## config.mk

```make
export PLATFORM = sky130hd
export DESIGN_NAME = store_drain_buffer
export DESIGN_NICKNAME = d
export VERILOG_FILES = /design/src/rtl/store_drain_buffer.sv
export SDC_FILE = /design/constraint.sdc
export NUM_CORES = 1
export LEC_CHECK = 0
export ABC_AREA = 1
export BUFFER_PORTS_ARGS = -buffer_cell sky130_fd_sc_hd__buf_2
export CAP_MARGIN = 10
export CORE_UTILIZATION = 30
export CTS_BUF_LIST = sky130_fd_sc_hd__clkbuf_2 sky130_fd_sc_hd__clkbuf_4 sky130_fd_sc_hd__clkbuf_8
export DETAILED_ROUTE_END_ITERATION = 8
export GPL_TIMING_DRIVEN = 0
export PLACE_DENSITY_LB_ADDON = 0.1
export REMOVE_ABC_BUFFERS = 1
export SYNTH_ARGS = -nofsm -noshare
export SYNTH_HDL_FRONTEND = slang
export SYNTH_SLANG_ARGS = --single-unit
```

## constraint.sdc

```tcl
create_clock -name clk_i -period 4.6 [get_ports clk_i]
set_input_delay 0.69 -clock clk_i [delete_from_list [all_inputs] [get_ports clk_i]]
set_output_delay 0.69 -clock clk_i [all_outputs]
set_load 0.02 [all_outputs]
```

## src/rtl/store_drain_buffer.sv

```systemverilog
// Committed-store drain buffer and single-channel load/store request arbiter for mem_system.
// Define SB_FWD_EN to forward full-strobe buffered store data to aliasing loads.
module store_drain_buffer #(
    parameter int DEPTH      = 4,
    parameter int XLEN       = 32,
    parameter int LDTAG_W    = 4,
    parameter int STARVE_LIM = 8
) (
    input  logic                       clk_i,
    input  logic                       rst_n_i,
    input  logic                       st_valid_i,
    output logic                       st_ready_o,
    input  logic [XLEN-1:0]            st_addr_i,
    input  logic [XLEN-1:0]            st_wdata_i,
    input  logic [XLEN/8-1:0]          st_wstrb_i,
    input  logic                       ld_valid_i,
    output logic                       ld_ready_o,
    input  logic [XLEN-1:0]            ld_addr_i,
    input  logic [LDTAG_W-1:0]         ld_tag_i,
    output logic                       mreq_valid_o,
    input  logic                       mreq_ready_i,
    output logic                       mreq_we_o,
    output logic [XLEN-1:0]            mreq_addr_o,
    output logic [XLEN-1:0]            mreq_wdata_o,
    output logic [XLEN/8-1:0]          mreq_wstrb_o,
    output logic [LDTAG_W-1:0]         mreq_tag_o,
    output logic                       fwd_valid_o,
    output logic [LDTAG_W-1:0]         fwd_tag_o,
    output logic [XLEN-1:0]            fwd_data_o,
    output logic                       sb_empty_o,
    output logic [$clog2(DEPTH):0]     sb_count_o
);

    localparam int PW = $clog2(DEPTH);
    localparam int CW = PW + 1;
    localparam int SW = $clog2(STARVE_LIM + 1);
    localparam int BW = XLEN / 8;

    typedef enum logic {IDLE, HOLD} state_e;

    state_e             state_q, state_d;
    logic [PW-1:0]      wr_ptr_q, wr_ptr_d, rd_ptr_q, rd_ptr_d;
    logic [CW-1:0]      count_q, count_d;
    logic [SW-1:0]      starve_q, starve_d;

    logic [XLEN-1:0]    ent_addr_q [DEPTH];
    logic [XLEN-1:0]    ent_data_q [DEPTH];
    logic [BW-1:0]      ent_strb_q [DEPTH];

    logic               mreq_we_q, mreq_we_d;
    logic [XLEN-1:0]    mreq_addr_q, mreq_addr_d;
    logic [XLEN-1:0]    mreq_wdata_q, mreq_wdata_d;
    logic [BW-1:0]      mreq_wstrb_q, mreq_wstrb_d;
    logic [LDTAG_W-1:0] mreq_tag_q, mreq_tag_d;

    logic               enq, hs, st_pop, can_issue, head_avail;
    logic [PW-1:0]      head_idx, idx;
    logic               live, hit_buf, hit_inc, ld_alias;
    logic               fwd_ok, fwd_take, ld_cand, st_prio, pick_st, pick_ld;
    logic [XLEN-3:0]    ld_word;
`ifdef SB_FWD_EN
    logic [PW-1:0]      yng_idx;
`endif

    assign st_ready_o   = (count_q < CW'(DEPTH));
    assign enq          = st_valid_i && st_ready_o;
    assign mreq_valid_o = (state_q == HOLD);
    assign hs           = mreq_valid_o && mreq_ready_i;
    assign st_pop       = hs && mreq_we_q;
    assign can_issue    = (state_q == IDLE) || hs;
    // A store handshaking this cycle frees the slot, so the next entry is the candidate.
    assign head_idx     = st_pop ? (rd_ptr_q + PW'(1)) : rd_ptr_q;
    assign head_avail   = can_issue && (count_q > CW'(st_pop));
    assign ld_word      = ld_addr_i[XLEN-1:2];

    // Scan oldest to youngest so the last hit is the youngest matching entry.
    always_comb begin
        hit_buf = 1'b0;
        idx     = '0;
        live    = 1'b0;
`ifdef SB_FWD_EN
        yng_idx = '0;
`endif
        for (int k = 0; k < DEPTH; k++) begin
            idx  = rd_ptr_q + PW'(k);
            live = (CW'(k) < count_q) && !(st_pop && (k == 0));
            if (live && (ent_addr_q[idx][XLEN-1:2] == ld_word)) begin
                hit_buf = 1'b1;
`ifdef SB_FWD_EN
                yng_idx = idx;
`endif
            end
        end
    end

    assign hit_inc  = enq && (st_addr_i[XLEN-1:2] == ld_word);
    assign ld_alias = hit_buf || hit_inc;

`ifdef SB_FWD_EN
    assign fwd_ok = hit_buf && !hit_inc && (&ent_strb_q[yng_idx]);
`else
    assign fwd_ok = 1'b0;
`endif

    assign fwd_take   = ld_valid_i && fwd_ok;
    assign ld_cand    = can_issue && ld_valid_i && !ld_alias;
    assign st_prio    = (count_q == CW'(DEPTH)) || (starve_q >= SW'(STARVE_LIM));
    assign pick_st    = head_avail && (st_prio || !ld_cand);
    assign pick_ld    = ld_cand && !pick_st;
    assign ld_ready_o = pick_ld || fwd_take;

    always_comb begin
        state_d      = state_q;
        wr_ptr_d     = wr_ptr_q;
        rd_ptr_d     = rd_ptr_q;
        count_d      = count_q + CW'(enq) - CW'(st_pop);
        starve_d     = starve_q;
        mreq_we_d    = mreq_we_q;
        mreq_addr_d  = mreq_addr_q;
        mreq_wdata_d = mreq_wdata_q;
        mreq_wstrb_d = mreq_wstrb_q;
        mreq_tag_d   = mreq_tag_q;

        if (enq)    wr_ptr_d = wr_ptr_q + PW'(1);
        if (st_pop) rd_ptr_d = rd_ptr_q + PW'(1);

        if (pick_st) begin
            starve_d = '0;
        end else if (head_avail && (starve_q < SW'(STARVE_LIM))) begin
            starve_d = starve_q + SW'(1);
        end

        if (pick_st) begin
            state_d      = HOLD;
            mreq_we_d    = 1'b1;
            mreq_addr_d  = ent_addr_q[head_idx];
            mreq_wdata_d = ent_data_q[head_idx];
            mreq_wstrb_d = ent_strb_q[head_idx];
            mreq_tag_d   = '0;
        end else if (pick_ld) begin
            state_d      = HOLD;
            mreq_we_d    = 1'b0;
            mreq_addr_d  = ld_addr_i;
            mreq_wdata_d = '0;
            mreq_wstrb_d = '0;
            mreq_tag_d   = ld_tag_i;
        end else if (hs) begin
            state_d = IDLE;
        end
    end

    always_ff @(posedge clk_i) begin
        if (!rst_n_i) begin
            state_q      <= IDLE;
            wr_ptr_q     <= '0;
            rd_ptr_q     <= '0;
            count_q      <= '0;
            starve_q     <= '0;
            mreq_we_q    <= 1'b0;
            mreq_addr_q  <= '0;
            mreq_wdata_q <= '0;
            mreq_wstrb_q <= '0;
            mreq_tag_q   <= '0;
        end else begin
            state_q      <= state_d;
            wr_ptr_q     <= wr_ptr_d;
            rd_ptr_q     <= rd_ptr_d;
            count_q      <= count_d;
            starve_q     <= starve_d;
            mreq_we_q    <= mreq_we_d;
            mreq_addr_q  <= mreq_addr_d;
            mreq_wdata_q <= mreq_wdata_d;
            mreq_wstrb_q <= mreq_wstrb_d;
            mreq_tag_q   <= mreq_tag_d;
        end
    end

    // Entry payload needs no reset; occupancy is tracked by the pointers and count.
    always_ff @(posedge clk_i) begin
        if (enq) begin
            ent_addr_q[wr_ptr_q] <= st_addr_i;
            ent_data_q[wr_ptr_q] <= st_wdata_i;
            ent_strb_q[wr_ptr_q] <= st_wstrb_i;
        end
    end

`ifdef SB_FWD_EN
    logic               fwd_valid_q;
    logic [LDTAG_W-1:0] fwd_tag_q;
    logic [XLEN-1:0]    fwd_data_q;

    always_ff @(posedge clk_i) begin
        if (!rst_n_i) begin
            fwd_valid_q <= 1'b0;
            fwd_tag_q   <= '0;
            fwd_data_q  <= '0;
        end else begin
            fwd_valid_q <= fwd_take;
            if (fwd_take) begin
                fwd_tag_q  <= ld_tag_i;
                fwd_data_q <= ent_data_q[yng_idx];
            end
        end
    end

    assign fwd_valid_o = fwd_valid_q;
    assign fwd_tag_o   = fwd_tag_q;
    assign fwd_data_o  = fwd_data_q;
`else
    assign fwd_valid_o = 1'b0;
    assign fwd_tag_o   = '0;
    assign fwd_data_o  = '0;
`endif

    assign mreq_we_o    = mreq_we_q;
    assign mreq_addr_o  = mreq_addr_q;
    assign mreq_wdata_o = mreq_wdata_q;
    assign mreq_wstrb_o = mreq_wstrb_q;
    assign mreq_tag_o   = mreq_tag_q;
    assign sb_count_o   = count_q;
    assign sb_empty_o   = (count_q == '0) && !(mreq_valid_o && mreq_we_q);

endmodule

```

==> summary.txt, run 1 <==
Outcome
  – Outcome: completed

Global routing
  – Vias in the first global route: approximately 17,000
  – First-pass GRT wire length: around 110,000 um
  – Total gr overflow: 0
  – Total GRT Usage: 22.4%
  – Antenna violations before repair: 11
  – Largest net degree at the start of global routing: around 100

STA
  – Fin crit period: 4.44 ns
  – Minimum hold slack: approximately 0.26 ns
  – Fin. max-slew vios: 0
  – Max_slew headroom: approximately 40%
  – Unrepaired setup endpoints after global routing: no
  – Period utilisation layout: between 90% and 100%
  – Final setup vio count: 0
  – Worst slew pin tran: roughly 0.9 ns
  – Fmax: between 0.2 and 0.25 GHz
  – Final count of hold timing violations: 0
  – Worst Skew: between 0.04 and 0.05 ns

Clock network
  – CTS tree: done
  – Hold buffers post-CTS: 0
  – Clk_lat worst skew: roughly 0.67 ns
  – H-tree Lvls: 3
  – CTS Buffer Depth: 3
  – Clock slew at reported path FFs: roughly 0.06 ns
  – Root Buffer: clkbuf_8
  – Cts bufs inserted: 72
  – CTS Sinks: 357

Critical path
  – Worst path most repeated cell: nand2_1
  – Worst path slowest cell: dfxtp_4
  – Critical R2R Launch: rd_ptr_q[0]$_SDFF_PN0_
  – Worst Reg-to-Reg Cells: 19
  – CP Class: flop to primary output
  – CP Cell Sequence: buf_4 > nand2_2 > nand2_8 > buf_12 > nand2_1 > nand2_1 > nand2_1 > nand2_1 > nand2_1 > nor2_1 > nand2_1 > nor2_1 > nand2_1 > nand2_1 > nand2_2 > o211ai_4 > buf_16 > buf_16 > inv_1 > buf_2
  – Critical Path End Type: primary output
  – Slowest cell delay on critical path: 0.48 ns
  – Worst endpoint required time: around 3.9 ns
  – Setup slack, reg-to-reg: about 0.60 ns
  – Startpoint type of the worst setup path: flop
  – Maximum fanout along the worst path: 13
  – Critical path arrival: about 3.8 ns
  – Reg-to-reg endpoint: mreq_wdata_o[22]$_SDFFE_PN0P_

Route
  – First-pass DRT Iterations: 6
  – Iteration-0 DRC Markers: roughly 1,500
  – Vias per Instance: ~5.0
  – Remaining DRCs: 0
  – Antenna Violating Nets Remaining: 0
  – Routed vias: about 18,000
  – Overall routed net length: about 78,000 um
  – Routed wire per std cell: 21.4 um

Floorplanning
  – Die Y: between 200 and 300 um
  – Die width: 258 um
  – Die Footprint: roughly 0.066 sq mm
  – Core area: around 0.065 sq mm
  – I/O pin total: around 230
  – Initial Util: 30.4%
  – Row cnt: just over 90

Worst hold path
  – Worst Hold End: ent_data_q[1][12]$_DFFE_PP_
  – Hold WC Path Type: input pin to flop
  – Hold Crit Depth: 1
  – Hold Path Origin: st_wdata_i[12]

Synth
  – Post-Syn Instances: 2,532
  – Synth Warn #: 0
  – Sequential area share after synthesis: approximately 50%
  – Register bit count reported by yosys: approximately 360
  – Post-Syn Area: between 0.015 and 0.02 sq mm
  – Synth unique cells: 46
  – Synthesized area per cell: 7.75 sq um

Cells and area
  – Highest-count cells in the layout ignoring fill and taps: nand2_1 (922), nor2_1 (314), nand3_1 (311)
  – Share of cells above drive strength 1: approximately 15%
  – Layout Nets: roughly 2,800
  – Final Cell Area: about 0.023 sq mm
  – Util after Layout: 36.4%
  – Layout area overhead: 19.7%
  – Commonest non-fill, non-tap cell in the layout: nand2_1
  – Non-Filler Instances: 3,632

Run
  – Max-Cap Viols: 0

Pwr
  – Power, Total: between 10,000 and 15,000 uW
  – VDD IR max: 0.215 mV
  – Pwr/cell area: 456 mW/mm^2
  – Leakage: 0.0102 uW

Placed design
  – Input/output buffers: 188
  – Placement Cell Area: 0.0215 sq mm
  – DP Cell Count: between 3,000 and 4,000
  – Final Wtd Congestion: 0.866
  – Post-detail-place hpwl: around 48,000 um
cells in the mapped netlist (all sizes together):
library cell	number	area, sq um
nor2	321	1220
a21boi	2	15.0
a32o	1	10.0
nand3b	1	7.51
dfxtp	85	1700
xnor2	9	78.8
clkbuf	65	248
o211ai	4	35.0
clkinv	3	12.5
or2	4	25.0
conb	1	3.75
inv	101	387
o32a	1	10.0
nand4	10	62.6
o22ai	57	357
o2111ai	1	8.76
nor4	1	6.26
nand3	312	1570
a31oi	2	12.5
o32ai	11	96.3
xor2	6	52.6
a21oi	52	260
nand2	933	3530
nor3b	1	7.51
edfxtp	272	8170
nor3	1	5.00
ha	11	138
o21ai	163	816
buf	100	752
fa	1	20.0
power breakdown:
group          internal, uW  total, uW  switching, uW
logic                   911       3090           2180
clock network          2010       3500           1490
registers              3910       4110            200
total                  6830      10700           3870
final cells by class:
type / count / area (sq um)
Sequential cell: 357 / 9880
Clock buffer: 121 / 1430
Multi-Input combinational cell: 1945 / 8650
Inverter: 104 / 449
Fill cell: 6806 / 41100
Antenna cell: 3 / 7.51
Timing Repair Buffer: 237 / 1900
Timing Repair inverter: 1 / 8.76
Clock inverter: 9 / 91.3
Tap cell: 855 / 1070
sequential cells by signal, indices dropped and copies added, names as in the netlist, 2 cells and up:
| signal | count |
|---|---|
| ent_addr_q | 128 |
| ent_data_q | 128 |
| mreq_addr_o | 32 |
| mreq_wdata_o | 32 |
| ent_strb_q | 16 |
| mreq_tag_o | 4 |
| mreq_wstrb_o | 4 |
| starve_q | 4 |
| sb_count_o | 3 |
| rd_ptr_q | 2 |
| wr_ptr_q | 2 |
cell families (layout without fill, tap and decap cells):
family	after synthesis	after routing	synth area share (%)
and+or+nand+nor	1584	1587	32.8
DFF	357	357	50.3
other	1	40	0.0191
buffers and inverters	269	472	7.13
xor gates and xnor gates	15	15	0.670
adders and majority gates	12	12	0.804
AOI/OAI and AO/OA	294	294	8.26
per-layer routing:
| metal | global-route usage, % | share of wire, % | up-vias |
|---|---|---|---|
| li1 | - | - | 8771 |
| met1 | 27.7 | 42 | 8642 |
| met2 | 37.9 | 48 | 688 |
| met3 | 4.76 | 7.0 | 164 |
| met4 | 8.68 | 3.5 | 12 |
| met5 | 0 | 0.10 | - |
how the worst max path moves through the flow:
stage	slack [ns]	start	cells past startpoint	to
after floorplan	-3.78	rd_ptr_q[0]$_SDFF_PN0_	11	mreq_addr_o[15]$_SDFFE_PN0P_
after global placement	-11.45	rd_ptr_q[0]$_SDFF_PN0_	10	mreq_addr_o[27]$_SDFFE_PN0P_
after detailed placement	-0.88	mreq_ready_i	12	ld_ready_o
after CTS	0.01	rd_ptr_q[0]$_SDFF_PN0_	20	ld_ready_o
after global routing	0.002	rd_ptr_q[1]$_SDFF_PN0_	20	ld_ready_o
final	0.16	rd_ptr_q[1]$_SDFF_PN0_	20	ld_ready_o
critical path, delay by kind of cell (launching register included):
kind | cells | cell delay [ns]
AND/OR/NAND/NOR | 13 | 1.54
buffers and inverters | 6 | 0.90
flip-flops | 1 | 0.48
AO/OA/AOI/OAI | 1 | 0.14
timing repair:
item,4_1_cts,5_1_grt
buffers inserted,13,5
pin swaps,3,2
resized for setup,13,12
endpoints found under the setup margin,79,1
cloned,3,5
per-stage QoR:
stage / setup slack [ns] / TNS (ns)
2_1_floorplan: -3.78 / -264.56
3_3_place_gp: -11.45 / -1870.25
3_5_place_dp: -0.882 / -39.66
4_1_cts: 0.0120 / 0
5_1_grt: 0.00242 / 0
6_report: 0.159 / 0
Power figures use the tool's default switching activity.
==> run 2, diff against run 1 <==
CORE_UTILIZATION = 44   (was 30)
==> summary.txt, run 2 (synthesized netlist as in run 1, its figures left out) <==
Pwr
  – Pwr/cell area: ~450 mW/mm^2
  – VDD IR max: 0.376 mV
  – Leakage: approximately 0.01 uW
  – Power, Total: approximately 10,000 uW

Route
  – Antenna Violating Nets Remaining: 0
  – Iteration-0 DRC Markers: between 1,500 and 2,000
  – First-pass DRT Iterations: 6
  – Vias per Instance: between 5 and 6
  – Routed wire per std cell: between 15 and 20 um
  – Overall routed net length: 65,300 um
  – Routed vias: between 15,000 and 20,000
  – Remaining DRCs: 0

Global routing
  – Total GRT Usage: roughly 29%
  – Total gr overflow: 0
  – Largest net degree at the start of global routing: 96
  – Antenna violations before repair: 13
  – Vias in the first global route: 16,800
  – First-pass GRT wire length: about 97,000 um

Clock network
  – Clock slew at reported path FFs: ~0.06 ns
  – CTS Buffer Depth: 3
  – Root Buffer: clkbuf_8
  – Hold buffers post-CTS: 0
  – CTS Sinks: about 360
  – Clk_lat worst skew: 0.66 ns
  – CTS tree: done
  – H-tree Lvls: 3
  – Cts bufs inserted: between 60 and 70

STA
  – Worst slew pin tran: 0.795 ns
  – Fin crit period: 4.41 ns
  – Fmax: between 0.2 and 0.25 GHz
  – Period utilisation layout: a little over nine tenths
  – Worst Skew: roughly 0.04 ns
  – Final count of hold timing violations: 0
  – Fin. max-slew vios: 0
  – Final setup vio count: 0
  – Max_slew headroom: 46.9%
  – Unrepaired setup endpoints after global routing: no
  – Setup_tns: 0 ns

Cells and area
  – Layout Nets: around 2,800
  – Share of cells above drive strength 1: about 14%
  – Top flop regs: ent_addr_q (128), ent_data_q (128)
  – Highest-count cells in the layout ignoring fill and taps: nand2_1 (925), nor2_1 (314), nand3_1 (311)
  – Fillers: roughly 4,400
  – Layout area overhead: 15.9%
  – Commonest non-fill, non-tap cell in the layout: nand2_1

Floorplanning
  – Core area: 0.0441 sq mm
  – Die Y: 213 um
  – I/O pin total: ~230
  – Initial Util: between 40% and 50%
  – Die width: between 200 and 250 um
  – Row cnt: 77
  – Die Footprint: between 0.04 and 0.05 sq mm

Worst hold path
  – Hold Crit Depth: 1
  – Hold WC Path Type: input pin to flop

Run
  – Max-Cap Viols: 0

Placed design
  – Input/output buffers: between 150 and 200
  – Post-detail-place hpwl: a little over 40,000 um
  – Final Wtd Congestion: 0.908

Critical path
  – Critical Path End Type: primary output
  – Critical path arrival: roughly 3.7 ns
  – CP Class: flop to primary output
  – Maximum fanout along the worst path: 65
  – Startpoint type of the worst setup path: flop
  – Worst Reg-to-Reg Cells: 20
  – Worst endpoint required time: between 3 and 4 ns

Outcome
  – Outcome: completed
## run 2: cell types whose count changed in the layout (fill, tap and decap cells not counted), sizes merged
| cell | before | now |
|---|---|---|
| clkbuf | 125 | 101 |
| clkinv | 7 | 21 |
| buf | 233 | 228 |
| inv | 106 | 103 |
| nand2 | 936 | 933 |
| clkinvlp | 0 | 2 |
| diode | 3 | 4 |
## run 2: worst max-delay path, stage by stage (launching register included)
cell,delay (ns)
dfxtp_4,0.43
inv_16,0.23
nand2_1,0.19
nand2_8,0.19
buf_12,0.25
nand2_1,0.12
nand2_1,0.08
nand2_1,0.05
nand2_1,0.08
nand2_1,0.05
nor2_1,0.15
nand2_1,0.12
nor2_1,0.16
nand2_1,0.08
nand2_1,0.12
nand2_2,0.13
o211ai_4,0.14
buf_16,0.22
inv_1,0.05
buf_2,0.15
## run 2: timing repair
item                                   in CTS  in global routing
setup buffers                               5                 11
setup endpoints to repair                  78                  1
gates resized for setup                    12                  5
pin swaps                                   2                  0
endpoints found under the hold margin       0                  0
cloned                                      1                  0
## run 2: metal layers
| layer | GRT usage [%] | vias to the layer above | routed length [um] |
|---|---|---|---|
| li1 | - | 8726 | - |
| met1 | 36.0 | 8449 | 27000 |
| met2 | 46.8 | 754 | 30300 |
| met3 | 6.77 | 214 | 5100 |
| met4 | 13.3 | 16 | 2860 |
| met5 | 0 | - | 97 |
## run 2: area by class of cell
| type | count | area (sq um) | area share [%] |
|---|---|---|---|
| diodes | 4 | 10.0 | 0.0440 |
| clock buffers | 100 | 1220 | 5.37 |
| clock inverters | 22 | 164 | 0.721 |
| inverters | 104 | 452 | 1.99 |
| multi-input cells | 1942 | 8580 | 37.7 |
| flip-flops and latches | 357 | 9880 | 43.4 |
| well taps | 592 | 741 | 3.26 |
| repair buffers | 229 | 1690 | 7.42 |
| repair inverters | 1 | 8.76 | 0.0385 |
## run 2: final timing paths
path,start,to,slack (ns)
max,rd_ptr_q[0]$_SDFF_PN0_,ld_ready_o,0.19
min,st_wdata_i[3],ent_data_q[1][3]$_DFFE_PP_,0.26
max reg2reg,rd_ptr_q[0]$_SDFF_PN0_,mreq_wdata_o[31]$_SDFFE_PN0P_,0.54
min reg2reg,mreq_wdata_o[18]$_SDFFE_PN0P_,mreq_wdata_o[18]$_SDFFE_PN0P_,0.46
## run 2: stage by stage
stage | cell area, sq um | util, % | std cells | hold WS [ns] | setup slack [ns]
global route | 22700 | 51.5 | 3351 | 0.209 | 0.0126
CTS | 22600 | 51.2 | 3336 | 0.198 | 0.00106
floorplan | 18800 | - | 2403 | 0.467 | -3.78
global placement | 20400 | 46.3 | 3183 | 0.451 | -10.65
finish | 22700 | 51.5 | 3351 | 0.258 | 0.186
detailed placement | 21100 | 47.8 | 3208 | 0.454 | -0.631
## run 2: power by group
part	total [uW]	switching, uW	internal [uW]
Clock	3170	1410	1770
Sequential	4100	195	3910
Combinational	2940	2060	879
